### src/rtl/vga_scan_if.sv
// vga_scan_if: scan counters, syncs and strobes from the timing generator to its consumers
interface vga_scan_if;
    logic [9:0] CounterX;
    logic [9:0] CounterY;
    logic       hsync;
    logic       vsync;
    logic       display_on;
    logic       pix_tick;
    logic       frame_tick;

    modport master (
        output CounterX, CounterY, hsync, vsync, display_on, pix_tick, frame_tick
    );

    modport slave (
        input CounterX, CounterY, hsync, vsync, display_on, pix_tick, frame_tick
    );
endinterface

### src/rtl/vga_scan_gen.sv
// vga_scan_gen: pixel-rate divider plus VGA scan counters, syncs, visible flag and strobes
module vga_scan_gen #(
    parameter int PIX_DIV   = 2,
    parameter int H_VISIBLE = 640,
    parameter int H_FRONT   = 16,
    parameter int H_SYNC    = 96,
    parameter int H_BACK    = 48,
    parameter int V_VISIBLE = 480,
    parameter int V_FRONT   = 10,
    parameter int V_SYNC    = 2,
    parameter int V_BACK    = 33
) (
    input logic clk,
    input logic rst,
    vga_scan_if.master scan
);
    localparam int H_TOTAL = H_VISIBLE + H_FRONT + H_SYNC + H_BACK;
    localparam int V_TOTAL = V_VISIBLE + V_FRONT + V_SYNC + V_BACK;
    localparam logic [9:0]  X_LAST   = 10'(H_TOTAL - 1);
    localparam logic [9:0]  Y_LAST   = 10'(V_TOTAL - 1);
    localparam logic [10:0] X_VIS    = 11'(H_VISIBLE);
    localparam logic [10:0] Y_VIS    = 11'(V_VISIBLE);
    localparam logic [10:0] HS_START = 11'(H_VISIBLE + H_FRONT);
    localparam logic [10:0] HS_END   = 11'(H_VISIBLE + H_FRONT + H_SYNC);
    localparam logic [10:0] VS_START = 11'(V_VISIBLE + V_FRONT);
    localparam logic [10:0] VS_END   = 11'(V_VISIBLE + V_FRONT + V_SYNC);
    localparam logic [3:0]  DIV_LAST = 4'(PIX_DIV - 1);

    logic [3:0] div_cnt;
    logic [9:0] x, y, x_nxt, y_nxt;
    logic       adv, x_wrap;
    logic [10:0] xw, yw;

    assign adv    = div_cnt == DIV_LAST;
    assign x_wrap = adv && x == X_LAST;
    assign x_nxt  = adv ? (x_wrap ? 10'd0 : x + 10'd1) : x;
    assign y_nxt  = x_wrap ? (y == Y_LAST ? 10'd0 : y + 10'd1) : y;
    // widened so region bounds equal to 1024 still compare correctly
    assign xw     = {1'b0, x_nxt};
    assign yw     = {1'b0, y_nxt};

    // counters and decodes update together so outputs always describe the shown pixel
    always_ff @(posedge clk) begin
        if (rst) begin
            div_cnt         <= 4'd0;
            x               <= X_LAST;
            y               <= Y_LAST;
            scan.hsync      <= 1'b1;
            scan.vsync      <= 1'b1;
            scan.display_on <= 1'b0;
            scan.pix_tick   <= 1'b0;
            scan.frame_tick <= 1'b0;
        end else begin
            div_cnt         <= adv ? 4'd0 : div_cnt + 4'd1;
            x               <= x_nxt;
            y               <= y_nxt;
            scan.hsync      <= !(xw >= HS_START && xw < HS_END);
            scan.vsync      <= !(yw >= VS_START && yw < VS_END);
            scan.display_on <= xw < X_VIS && yw < Y_VIS;
            scan.pix_tick   <= adv;
            scan.frame_tick <= adv && x_nxt == 10'd0 && yw == Y_VIS;
        end
    end

    assign scan.CounterX = x;
    assign scan.CounterY = y;
endmodule

### src/flat_wrapper.sv
// flat-port wrapper written by rule: the top's interface ports become plain ports
module vga_scan_gen_flat 
#(
    parameter int PIX_DIV   = 2,
    parameter int H_VISIBLE = 640,
    parameter int H_FRONT   = 16,
    parameter int H_SYNC    = 96,
    parameter int H_BACK    = 48,
    parameter int V_VISIBLE = 480,
    parameter int V_FRONT   = 10,
    parameter int V_SYNC    = 2,
    parameter int V_BACK    = 33
)
  (clk, rst, scan_CounterX, scan_CounterY, scan_hsync, scan_vsync, scan_display_on, scan_pix_tick, scan_frame_tick);
  vga_scan_if scan_i ();
  input logic clk;
  input logic rst;
  output wire logic [$bits(scan_i.CounterX)-1:0] scan_CounterX;
  output wire logic [$bits(scan_i.CounterY)-1:0] scan_CounterY;
  output wire logic [$bits(scan_i.hsync)-1:0] scan_hsync;
  output wire logic [$bits(scan_i.vsync)-1:0] scan_vsync;
  output wire logic [$bits(scan_i.display_on)-1:0] scan_display_on;
  output wire logic [$bits(scan_i.pix_tick)-1:0] scan_pix_tick;
  output wire logic [$bits(scan_i.frame_tick)-1:0] scan_frame_tick;
  assign scan_CounterX = scan_i.CounterX;
  assign scan_CounterY = scan_i.CounterY;
  assign scan_hsync = scan_i.hsync;
  assign scan_vsync = scan_i.vsync;
  assign scan_display_on = scan_i.display_on;
  assign scan_pix_tick = scan_i.pix_tick;
  assign scan_frame_tick = scan_i.frame_tick;
  vga_scan_gen #(.PIX_DIV(PIX_DIV), .H_VISIBLE(H_VISIBLE), .H_FRONT(H_FRONT), .H_SYNC(H_SYNC), .H_BACK(H_BACK), .V_VISIBLE(V_VISIBLE), .V_FRONT(V_FRONT), .V_SYNC(V_SYNC), .V_BACK(V_BACK)) u_core (.clk(clk), .rst(rst), .scan(scan_i));
endmodule
### config.mk
export PLATFORM = sky130hd
export DESIGN_NAME = vga_scan_gen_flat
export DESIGN_NICKNAME = d
export VERILOG_FILES = /design/src/rtl/vga_scan_if.sv /design/src/rtl/vga_scan_gen.sv /design/src/flat_wrapper.sv
export SDC_FILE = /design/constraint.sdc
export NUM_CORES = 1
export LEC_CHECK = 0
export CAP_MARGIN = 0
export CORE_MARGIN = 2
export CORE_UTILIZATION = 52
export CTS_CLUSTER_SIZE = 28
export DETAILED_ROUTE_END_ITERATION = 10
export PLACE_DENSITY = 0.78
export SKIP_LAST_GASP = 1
export SYNTH_ARGS = -nofsm -noshare
export SYNTH_HDL_FRONTEND = slang
export SYNTH_SLANG_ARGS = --single-unit
export TNS_END_PERCENT = 30
### constraint.sdc
create_clock -name clk -period 2.97 [get_ports clk]
set_input_delay 0.594 -clock clk [delete_from_list [all_inputs] [get_ports clk]]
set_output_delay 0.594 -clock clk [all_outputs]
set_load 0.01 [all_outputs]
==> impl_metrics.py <==
metrics = {
    "run_status": {
        "status": "finished clean",
    },
    "grt": {
        "grt_first_pass_wirelength_mm": 6.555,
        "grt_start_max_net_pins": 18,
        "grt_pass1_vias": 1447,
        "grt_usage": 0.2476,
        "antenna_found_initial": 0,
        "grt-ovfl-total": 0,
    },
    "sta": {
        "fmax_mhz": 371.7,
        "timing.setup.tns_ns": 0,
        "fin_crit_sh": 0.9057,
        "setup_violations": 0,
        "hold_ws_ns": 0.4946,
        "rsz0062_at_grt": "false",
        "tightest_slew_ns": 0.5290,
        "slew_violations": 0,
        "clock_skew_ns": 0.01807,
        "period_needed_ns": 2.690,
        "hold_viol": 0,
        "slew_headroom": 0.6446,
    },
    "yosys": {
        "ys_top_cells_by_area": "dfxtp_1 (36%), nand2_1 (4.2%), ha_1 (3.9%)",
        "synth_top_area_frac": 0.3597,
        "syn_avg_cell_area_um2": 8.495,
        "ys_seq_area_frac": 0.3597,
        "synth_cell_types": 55,
        "synth_warnings": 0,
        "ys_ff_latch": 29,
        "yosysTopAreaCell": "dfxtp_1",
        "netlist_area_um2": 1614,
        "synth_nets": 197,
        "synth-async-reset-ratio": 0,
        "synth_cells": 190,
        "synth-main-ff-cell": "dfxtp_1",
        "synth_edf_count": 0,
    },
    "route": {
        "finalWirelength_mm": 4.010,
        "dr_wl_met3_um": 282,
        "route.layer.met1.wl_mm": 1.588,
        "dr.pass1.iters": 4,
        "ant_nets": 0,
        "maxUsedRoutingLayer": "met4",
        "vias_per_cell": 6.295,
        "wl_per_cell_um": 15.98,
        "drc": 0,
        "drt_iter0_markers": 65,
        "vias": 1580,
        "route.met2.wl_mm": 2.011,
    },
    "worst_setup_path": {
        "cp-end-kind": "register",
        "critPathKind": "register to register",
        "worstReg2RegEnd": "u_core.scan.frame_tick",
        "slowest_stage": "or4_4",
        "r2r-start": "u_core.div_cnt[0]",
        "crit_chain": "ha_1, or3b_1, or4_4, nor4_1, o21ai_0, a2111oi_2, and4bb_1",
        "r2r_cells": 7,
        "reg2reg_slack_ns": 0.28,
        "path_buf_inv": 0,
        "cp_max_fo": 8,
        "arrival_ns": 2.96,
        "cp_top_family": "simple AND/OR/NAND/NOR gates",
        "cpPeakStageDelay_ns": 0.62,
        "required_ns": 3.24,
        "start_kind": "register",
    },
    "cts": {
        "post-cts-setup-buffer-count": 0,
        "cts_tree": "yes",
        "holdBufCountCts": 0,
        "cts_sinks": 29,
        "cts-root-buf": "clkbuf_4",
        "clock_latency_ns": 0.34,
        "clkTransAtPathRegs_ns": 0.09,
        "htree_levels": 2,
        "cts_buffers": 5,
        "cts-resized-gates": 0,
        "cts.path.max_buffers": 2,
    },
    "pwr": {
        "p_int_uw": 886.3,
        "pwr-share-comb": 0.386,
        "leakage_uw": 0.0007626,
        "switching_share": 0.3687,
        "p_sw_uw": 517.6,
        "p_clk_frac": 0.245,
        "p_seq_frac": 0.369,
        "power.density_nw_per_um2": 706.1,
        "peakVddDrop_uv": 425.3,
    },
    "placed_design": {
        "io_buffers": 26,
        "place.gp.congestion": 0.9209,
        "place_area_um2": 1901,
        "dp_hpwl_mm": 2.821,
    },
    "floorplan": {
        "die-area_um2": 3566,
        "start_util": 0.5375,
        "rows": 20,
        "die_h_um": 59.72,
        "io-pin-count": 27,
        "die_w_um": 59.72,
        "core_um2": 3003,
    },
    "job": {
        "max-cap-violations": 0,
    },
    "cells_and_area": {
        "regArea_um2": 580.6,
        "syn2layout_area_growth_pct": 23.18,
        "multi_input_area_um2": 957.2,
        "drive_gt1_frac": 0.09174,
        "final_cell_mix": "dfxtp_1 (29), clkdlybuf4s50_1 (26), nand2_1 (18)",
        "diodes": 0,
        "nNetsFinal": 224,
        "final_cell_area_um2": 1988,
        "layout_commonest_cell": "dfxtp_1",
        "fillers": 255,
    },
    "min_path": {
        "worstHoldStart": "u_core.div_cnt[0]",
        "hold_end": "u_core.div_cnt[0]",
        "holdPathStages": 1,
        "min_path_type": "register to register",
    },
}
[flip-flops by register name, summed over array words and instances, names as in the netlist]
name / count
u_core.scan.display_on: 1
u_core.scan.pix_tick: 1
u_core.div_cnt: 4
u_core.scan.CounterX: 10
u_core.scan.frame_tick: 1
u_core.scan.hsync: 1
u_core.scan.vsync: 1
u_core.scan.CounterY: 10
[worst max-delay path by stage]
stage	to	cells past startpoint	start	slack, ns
floorplan	u_core.scan.frame_tick	9	u_core.div_cnt[0]	0.34
global placement	u_core.scan.frame_tick	7	u_core.scan.CounterX[0]	0.38
detailed placement	u_core.scan.frame_tick	7	u_core.scan.CounterX[0]	0.27
CTS	u_core.scan.frame_tick	7	u_core.scan.CounterX[0]	0.23
global route	u_core.scan.frame_tick	7	u_core.div_cnt[0]	0.04
finish	u_core.scan.frame_tick	7	u_core.div_cnt[0]	0.28
[stage by stage]
step	instances	utilization	total power, µW	worst slack [ns]
2_1_floorplan	190	-	882.0	0.3396
3_3_place_gp	243	0.6329	1037	0.3799
3_5_place_dp	243	0.6329	1053	0.2741
4_1_cts	251	0.6613	1401	0.2295
5_1_grt	251	0.6621	1486	0.03956
6_report	251	0.6621	1404	0.2799
[cell usage after synthesis (2+ instances only)]
cell type  count
a21oi_1       11
and4_1         3
inv_1          5
and3_1         6
and2_1         2
ha_1           5
nand3b_1       2
o21ai_0       10
nand2_1       18
xnor2_1        4
nand4_1        2
xor2_1         6
a31oi_1        3
nor3b_1        3
nor3_1        12
o31ai_1        2
nand3_1        6
mux2i_1        2
dfxtp_1       29
clkbuf_1       8
nor4_1         3
nor2_1        12
a211oi_1       2
buf_6          2
buf_1          2
[power by group through the flow]
stage	clock [µW]	sequential, µW	combinational [µW]
CTS	350	516	535
floorplan	0	503	379
finish	345	518	542
detailed placement	0	523	529
global route	367	526	593
global placement	0	520	517
[per-layer routing]
metal  global-route usage  vias up
met4               0.1492        0
met3              0.06926       14
met2               0.3929       64
met5                    0        -
li1                     -      763
met1               0.2953      739
[kinds of logic (layout without fill, tap and decap cells)]
kind of cell | after synthesis | after routing | synth area share
muxes | 3 | 3 | 0.01938
buffers and inverters | 17 | 45 | 0.04884
AOI/OAI and AO/OA | 47 | 47 | 0.1992
xor gates and xnor gates | 10 | 10 | 0.05426
adders and majority gates | 5 | 5 | 0.03876
DFF | 29 | 29 | 0.3597
and+or+nand+nor | 79 | 79 | 0.2798
[cell type report]
class                   instances  area share
flip-flops and latches         29      0.2920
well taps                      33     0.02077
clock buffers                   7     0.02769
inverters                       5    0.009440
multi-input cells             144      0.4814
clock inverters                 1     0.01510
repair buffers                 32      0.1536
(Power assumes the default switching activity.)
